**src/rtl/mem_stage_pkg.sv**
```systemverilog
// mem_stage_pkg
// Shared definitions for the RV32I memory-access stage:
//   - funct3 encodings for loads and stores
//   - FSM state encoding for the memory handshake (IDLE/WAIT)
//   - NOP instruction presented on the retire trace after reset
package mem_stage_pkg;

  // Load funct3 encodings
  localparam logic [2:0] LB  = 3'b000;
  localparam logic [2:0] LH  = 3'b001;
  localparam logic [2:0] LW  = 3'b010;
  localparam logic [2:0] LBU = 3'b100;
  localparam logic [2:0] LHU = 3'b101;

  // Store funct3 encodings
  localparam logic [2:0] SB  = 3'b000;
  localparam logic [2:0] SH  = 3'b001;
  localparam logic [2:0] SW  = 3'b010;

  // Handshake FSM states
  localparam logic [0:0] ST_IDLE = 1'b0;
  localparam logic [0:0] ST_WAIT = 1'b1;

  // add x0,x0,x0
  localparam logic [31:0] NOP_INST = 32'h00000033;

endpackage

```
**src/rtl/mem_align.sv**
```systemverilog
// mem_align
// Purely combinational lane alignment for data-memory accesses.
// Ports:
//   funct3     in   access width / signedness
//   off        in   byte offset within the word (address bits [1:0])
//   rs2_data   in   store data from the register file
//   rdata      in   word returned by data memory
//   mask       out  byte enables for stores
//   wdata      out  store data replicated across lanes
//   load_data  out  extracted and extended load value
//   misaligned out  offset is not a multiple of the access size
module mem_align
  import mem_stage_pkg::*;
(
  input  logic [2:0]  funct3,
  input  logic [1:0]  off,
  input  logic [31:0] rs2_data,
  input  logic [31:0] rdata,
  output logic [3:0]  mask,
  output logic [31:0] wdata,
  output logic [31:0] load_data,
  output logic        misaligned
);

  // Halfword accesses ignore off[0]; word accesses ignore the offset
  // entirely. Misaligned accesses are caught separately when trapping.
  logic [1:0]  half_off;
  logic [7:0]  sel_byte;
  logic [15:0] sel_half;

  assign half_off = {off[1], 1'b0};
  assign sel_half = half_off[1] ? rdata[31:16] : rdata[15:0];

  // Byte lane select for loads
  always_comb begin
    sel_byte = rdata[7:0];
    case (off)
      2'd0: sel_byte = rdata[7:0];
      2'd1: sel_byte = rdata[15:8];
      2'd2: sel_byte = rdata[23:16];
      2'd3: sel_byte = rdata[31:24];
      default: sel_byte = rdata[7:0];
    endcase
  end

  // Store mask and lane replication; memory picks the lanes via the mask
  always_comb begin
    mask  = 4'b1111;
    wdata = rs2_data;
    case (funct3)
      SB: begin
        mask  = 4'b0001 << off;
        wdata = {4{rs2_data[7:0]}};
      end
      SH: begin
        mask  = 4'b0011 << half_off;
        wdata = {2{rs2_data[15:0]}};
      end
      default: begin
        mask  = 4'b1111;
        wdata = rs2_data;
      end
    endcase
  end

  // Load extraction; unknown funct3 values return the full word
  always_comb begin
    load_data = rdata;
    case (funct3)
      LB:      load_data = {{24{sel_byte[7]}}, sel_byte};
      LBU:     load_data = {24'b0, sel_byte};
      LH:      load_data = {{16{sel_half[15]}}, sel_half};
      LHU:     load_data = {16'b0, sel_half};
      default: load_data = rdata;
    endcase
  end

  assign misaligned = (((funct3 == LH) || (funct3 == LHU)) && off[0]) ||
                      ((funct3 == LW) && (off != 2'b00));

endmodule

```
**src/rtl/mem_stage.sv**
```systemverilog
// mem_stage
// Memory-access stage of the 5-stage RV32I pipeline. Issues data-memory
// reads/writes over a ready handshake, stalls upstream while waiting,
// aborts after TIMEOUT wait cycles (0 = never), and registers MEM/WB.
// Optional: define MISALIGN_TRAP_EN to trap misaligned halfword/word
// accesses instead of silently aligning them.
// Ports:
//   i_clk, i_rst                 clock, synchronous active-high reset
//   i_vld .. i_nxt_pc            EX/MEM register inputs
//   o_dmem_*, i_dmem_*           data-memory request / response
//   o_stall                      hold all upstream stages
//   o_err                        one-cycle pulse on access timeout
//   o_wb_data .. o_trap          MEM/WB register outputs
module mem_stage
  import mem_stage_pkg::*;
#(
  parameter int TIMEOUT = 16
) (
  input  logic        i_clk,
  input  logic        i_rst,
  input  logic        i_vld,
  input  logic [31:0] i_res,
  input  logic [31:0] i_rs2_rdata,
  input  logic [2:0]  i_opsel,
  input  logic        i_mem_read,
  input  logic        i_mem_write,
  input  logic        i_mem_reg,
  input  logic [4:0]  i_rd_waddr,
  input  logic        i_rd_wen,
  input  logic [31:0] i_inst,
  input  logic [31:0] i_pc,
  input  logic [31:0] i_nxt_pc,
  output logic [31:0] o_dmem_addr,
  output logic        o_dmem_ren,
  output logic        o_dmem_wen,
  output logic [3:0]  o_dmem_mask,
  output logic [31:0] o_dmem_wdata,
  input  logic        i_dmem_ready,
  input  logic [31:0] i_dmem_rdata,
  output logic        o_stall,
  output logic        o_err,
  output logic [31:0] o_wb_data,
  output logic [4:0]  o_rd_waddr,
  output logic        o_rd_wen,
  output logic        o_vld,
  output logic [31:0] o_inst,
  output logic [31:0] o_pc,
  output logic [31:0] o_nxt_pc,
  output logic        o_trap
);

  localparam int CW = (TIMEOUT > 0) ? $clog2(TIMEOUT + 1) : 1;
  localparam logic [CW-1:0] TMO = CW'(TIMEOUT);

  logic [0:0]    state;
  logic [CW-1:0] cnt;
  logic [31:0]   load_data;
  logic          misaligned;
  logic          acc_raw;
  logic          acc;
  logic          mis_acc;
  logic          in_wait;
  logic          tmo_hit;
  logic          abort;

  mem_align u_align (
    .funct3    (i_opsel),
    .off       (i_res[1:0]),
    .rs2_data  (i_rs2_rdata),
    .rdata     (i_dmem_rdata),
    .mask      (o_dmem_mask),
    .wdata     (o_dmem_wdata),
    .load_data (load_data),
    .misaligned(misaligned)
  );

  assign acc_raw = i_vld & (i_mem_read | i_mem_write);

`ifdef MISALIGN_TRAP_EN
  assign mis_acc = acc_raw & misaligned;
`else
  logic unused_misaligned;
  assign mis_acc = 1'b0;
  assign unused_misaligned = misaligned;
`endif

  // A trapping access never reaches memory
  assign acc     = acc_raw & ~mis_acc;
  assign in_wait = (state == ST_WAIT);
  assign tmo_hit = (TIMEOUT != 0) && (cnt == TMO);

  // Ready on the timeout cycle wins over the abort
  assign abort   = ~i_rst & in_wait & ~i_dmem_ready & tmo_hit;

  // Requests are gated by reset so a WAIT in flight drops immediately
  assign o_dmem_addr = {i_res[31:2], 2'b00};
  assign o_dmem_ren  = ~i_rst & acc & i_mem_read;
  assign o_dmem_wen  = ~i_rst & acc & i_mem_write;

  // Stall releases in the cycle the access completes or aborts so the
  // upstream entry advances exactly once
  assign o_stall = ~i_rst & ~i_dmem_ready & (in_wait ? ~tmo_hit : acc);
  assign o_err   = abort;

  // Handshake FSM and wait-cycle counter
  always_ff @(posedge i_clk) begin
    if (i_rst) begin
      state <= ST_IDLE;
      cnt   <= '0;
    end else begin
      case (state)
        ST_IDLE: begin
          if (acc && !i_dmem_ready) begin
            state <= ST_WAIT;
            cnt   <= CW'(1);
          end
        end
        ST_WAIT: begin
          if (i_dmem_ready || tmo_hit) begin
            state <= ST_IDLE;
            cnt   <= '0;
          end else begin
            cnt <= cnt + CW'(1);
          end
        end
        default: begin
          state <= ST_IDLE;
          cnt   <= '0;
        end
      endcase
    end
  end

  // MEM/WB register: bubbles while stalled, otherwise capture the entry
  always_ff @(posedge i_clk) begin
    if (i_rst) begin
      o_vld      <= 1'b0;
      o_rd_waddr <= '0;
      o_rd_wen   <= 1'b1;
      o_wb_data  <= '0;
      o_inst     <= NOP_INST;
      o_pc       <= '0;
      o_nxt_pc   <= '0;
    end else if (o_stall) begin
      o_vld    <= 1'b0;
      o_rd_wen <= 1'b0;
    end else begin
      o_vld      <= i_vld;
      o_rd_waddr <= i_rd_waddr;
      o_inst     <= i_inst;
      o_pc       <= i_pc;
      o_nxt_pc   <= i_nxt_pc;
      if (abort || mis_acc) begin
        o_rd_wen  <= 1'b0;
        o_wb_data <= '0;
      end else begin
        o_rd_wen  <= i_rd_wen;
        o_wb_data <= i_mem_reg ? load_data : i_res;
      end
    end
  end

`ifdef MISALIGN_TRAP_EN
  // Trap flag travels with the retiring entry
  always_ff @(posedge i_clk) begin
    if (i_rst || o_stall) begin
      o_trap <= 1'b0;
    end else begin
      o_trap <= mis_acc;
    end
  end
`else
  assign o_trap = 1'b0;
`endif

endmodule

```
**config.mk**
```make
export PLATFORM = sky130hd
export DESIGN_NAME = mem_stage
export DESIGN_NICKNAME = d
export VERILOG_FILES = /design/src/rtl/mem_stage_pkg.sv /design/src/rtl/mem_align.sv /design/src/rtl/mem_stage.sv
export SDC_FILE = /design/constraint.sdc
export NUM_CORES = 1
export LEC_CHECK = 0
export ABC_AREA = 1
export CAP_MARGIN = 20
export CORE_AREA = 2 2 160 162
export DETAILED_ROUTE_END_ITERATION = 7
export DIE_AREA = 0 0 162 164
export PLACE_DENSITY = 0.67
export SLEW_MARGIN = 20
export SYNTH_ARGS = -nofsm -noshare
export SYNTH_HDL_FRONTEND = slang
export SYNTH_HIERARCHICAL = 1
export SYNTH_SLANG_ARGS = --single-unit
```
**constraint.sdc**
```tcl
create_clock -name i_clk -period 1.9 [get_ports i_clk]
set_input_delay 0.57 -clock i_clk [delete_from_list [all_inputs] [get_ports i_clk]]
set_output_delay 0.57 -clock i_clk [all_outputs]
set_load 0.01 [all_outputs]
```
== Word-level counts from Yosys, hierarchy flattened ==
Cells that the tools add are included.
Operators by class
  order comparisons: 0
  shifts and indexed selects: 2
  add/sub/neg operators: 1
  reduce and logical (&&, ||, !) cells: 6
  div/mod/pow operators: 0
  $mul: 0
  bitwise logic cells: 14
  muxes and demuxes: 16
  equal/unequal tests: 8
Operator list (number)
  32-bit one-hot mux with 4 select lines: 1
  32-bit 2-to-1 mux: 2
  32-bit one-hot mux with 2 select lines: 1
  8-bit one-hot mux with 4 select lines: 1
  16-bit 2-to-1 mux: 1
  5-bit 2-to-1 mux: 2
  5-bit one-hot mux with 2 select lines: 1
  1-bit AND: 9
  4-bit one-hot mux with 2 select lines: 1
  3-bit == test (second input constant): 2
  5-bit by 1-bit adder with 5-bit output (second input constant): 1
  5-bit == test (second input constant): 1
  1-bit 2-to-1 mux: 5
  2-bit == test (second input constant): 2
  1-bit inverter: 4
  1-bit by 2-bit left shift with 4-bit output (first input constant): 1
  2-bit by 2-bit left shift with 4-bit output (first input constant): 1
  3-bit by 1-bit == test with 1-bit output (second input constant): 1
  3-bit zero test: 1
  2-bit by 1-bit == test with 1-bit output (second input constant): 1
  2-bit zero test: 1
  2-bit inequality test (second input constant): 1
  1-bit one-hot mux with 2 select lines: 1
  2-bit OR reduction: 1
  other kinds (4): 4
Storage, ports and cells
  ROM bits: 0
  memories: 0
  logic and storage cells: 56
  bits in writable memories: 0
  register bits: 141
  input port bits: 208
  output and inout bits: 208
  latch bits: 0

== Depth between registers and ports, before layout ==
  depth in word-level cells: 6
  gate-level depth with buffers: 13
  gate-level depth less buffers: 12

== By module ==
Netlist, hierarchy kept.
Modules (own cells, without submodules)
  mem_stage: cells an instance 819, seq. area each 2822.7 µm², times used 1, area an instance 5875.6 µm²
  mem_align: cells an instance 281, seq. area each 0.0 µm², times used 1, area an instance 1335.0 µm²

== Least setup slack after synthesis ==
Ideal clock, no wire load.
  path kind: input to output
  from: input port i_rst
  to: output port o_stall
  slack: -2 ps
  arrival: 1332 ps
  stages on the path: 5
  data required time: 1330 ps
  cell sequence: buf_2 -> nor2_8 -> nand2_2 -> nor2_4 -> buf_2
On the way
  word-level cells in the longest chain between the ends: 3
Ends and longest elaborated chain
  start: declaration: RTL line mem_stage.sv:20  | input logic i_rst,
  1-bit inverter: RTL line mem_stage.sv:102  | assign o_stall = ~i_rst & ~i_dmem_ready & (in_wait ? ~tmo_hit : acc);
  1-bit AND (2 in a row): RTL line mem_stage.sv:102
  end: declaration: RTL line mem_stage.sv:40  | output logic o_stall,
Every way passes these cells.

== Worst setup path in the final report ==
  from: input port i_opsel[0]
  to: output port o_dmem_wdata[13]
On the way
  word-level cells in the longest chain between the ends: 2
Ends and longest elaborated chain
  start: declaration: RTL line mem_stage.sv:24  | input logic [2:0] i_opsel,
  3-bit by 1-bit == test with 1-bit output or 3-bit zero test (tied branches)
  32-bit one-hot mux with 2 select lines *: RTL line mem_align.sv:50  | case (funct3)
  end: declaration: RTL line mem_stage.sv:37  | output logic [31:0] o_dmem_wdata,
Every way passes the cells marked *; elsewhere a longest branch is shown, timed or not.

==> results.cfg <==
[worst_setup_path]
critPathArrivalTime_ns = 1.51
startpoint_type = primary input
crit_fanout = 3
crit_top_cell = buf_6
critPathSlowestCell = buf_2
endpoint_kind = primary output
cp_slowest_stage_delay_ns = 0.14
worstPathRequired_ns = 1.33
worst-setup-path-type = in -> out
cp_cell_sequence = buf_8, buf_6, nand2_8, nor2_8, buf_6, nand2_4, o21ai_2, inv_1, nand2_1, buf_2

[sta]
drv_slew = 0
worst_slack_ns = -0.177
slew_headroom = 0.608
worst-slew-pin-transition_ns = 0.589
hold_viol_final = 0
fin_crit_ns = 2.08
fin_skew_ns = 0.0176
fin_tns_setup_ns = -1.49
max_freq_mhz = 481
setup_violations = 19
finalCritPeriodShare = 1.09
rsz0062_at_grt = yes

[detailed_routing]
drt_drc_violations_left = 0
drtIter0Drc = 473
wl_per_cell_um = 14.6
vias_per_cell = 4.48
drtPass1Iterations = 4
vias = 8532
ant_nets = 0
routed_wl_um = 27900

[grt]
antenna_found_initial = 1
grt_util_all_layers = 0.197
grt_max_degree = 114
first_global_vias = 7959
grt_pass1_wl_um = 41600
grt-ovfl-total = 0

[floorplanning]
fp-row-count = 58
dieHeight_um = 164
io_pins = 416
dieArea_um2 = 26600
core_area_um2 = 24800
fp.dieW_um = 162
initial_core_util = 0.290

[pwr]
peakVddDrop_uv = 617
power_leakage_nw = 7.50
power.density_nw_per_um2 = 681

[layout]
final_common_cell = nand2_1
final_layout_size_suffix_gt1_frac = 0.185
layout_common_cells = nand2_1 (474), clkdlybuf4s50_1 (207), nand3_1 (152)
final_nets = 1773
area_growth_pct = 81.6
n_antenna_cell = 0
fin_util = 0.527

[synth]
syn_area_per_cell_um2 = 6.56
synth_area_um2 = 7200
synth_cells = 1097
ys_warn_count = 6

[min_path]
hold_path_class = reg -> reg

[cts]
tritoncts = yes
cts_made_buffers = 17
clockRootBuffer = clkbuf_16
path_clk_slew_ns = 0.06
cts_sinks = 141
clockBufferDepth = 2
clock_latency_ns = 0.42
h-tree-depth = 4

[place]
place_congestion = 0.913
io_buffers = 412
hpwl_um = 21200

[run_status]
violations = setup timing
status = finished with violations

[job]
cap_violations = 0
-- report_power, final --
group          switching (W)  internal (W)
Clock                0.00147       0.00201
Combinational       0.000991       0.00116
Sequential         0.0000966       0.00317
-- routing by layer --
metal | vias up | share of wire | track usage
met5 | - | 0 | 0
met1 | 3777 | 0.40 | 0.225
met2 | 363 | 0.50 | 0.361
met4 | 0 | 0.021 | 0.0607
met3 | 31 | 0.073 | 0.0492
li1 | 4361 | - | -
-- area by class of cell --
type,instances,area [um2]
Inverter,52,215
Clock inverter,15,194
Timing Repair Buffer,547,5300
Fill cell,2405,11800
Sequential cell,141,2830
Clock buffer,17,425
Tap cell,330,413
Multi-Input combinational cell,804,3690
-- per-stage QoR --
| stage | power (W) | hold slack, ns | std cells | instance area [um2] | setup slack (ns) |
|---|---|---|---|---|---|
| global route | 0.00934 | 0.465 | 1906 | 13100 | -0.217 |
| finish | 0.00890 | 0.448 | 1906 | 13100 | -0.177 |
| CTS | 0.00905 | 0.451 | 1905 | 12800 | -0.111 |
| global placement | 0.00556 | 0.435 | 1860 | 12100 | -1.00 |
| floorplan | 0.00420 | 0.473 | 1099 | 7210 | 0.0101 |
| detailed placement | 0.00558 | 0.438 | 1860 | 12100 | -1.01 |
-- sequential cells by signal (all words and copies together) (netlist names), 5 cells and up --
name	cells
cnt	5
o_wb_data	32
o_nxt_pc	32
o_inst	32
o_rd_waddr	5
o_pc	32
-- worst max-delay path: cells and delay by family --
| family | cells | cell delay, ns |
|---|---|---|
| AOI/OAI and AO/OA | 1 | 0.06 |
| buffers and inverters | 5 | 0.54 |
| and+or+nand+nor | 4 | 0.34 |
-- path summary, 6_finish.rpt --
path                            cells past startpoint  slack, ns               end    startpoint
worst min-delay path                                2       0.45      o_nxt_pc[26]  o_nxt_pc[26]
worst max-delay path                               10      -0.18  o_dmem_wdata[13]    i_opsel[0]
worst max register to register                     11       0.16       o_nxt_pc[2]        cnt[0]
worst min register to register                      2       0.45      o_nxt_pc[26]  o_nxt_pc[26]
-- what timing repair did --
action,CTS,global route
cloned,2,0
buffers inserted,11,1
hold buffers,0,0
pin swaps,18,15
gates resized for setup,316,133
setup endpoints to repair,183,154
No activity file was read; power rests on OpenSTA's default activity.
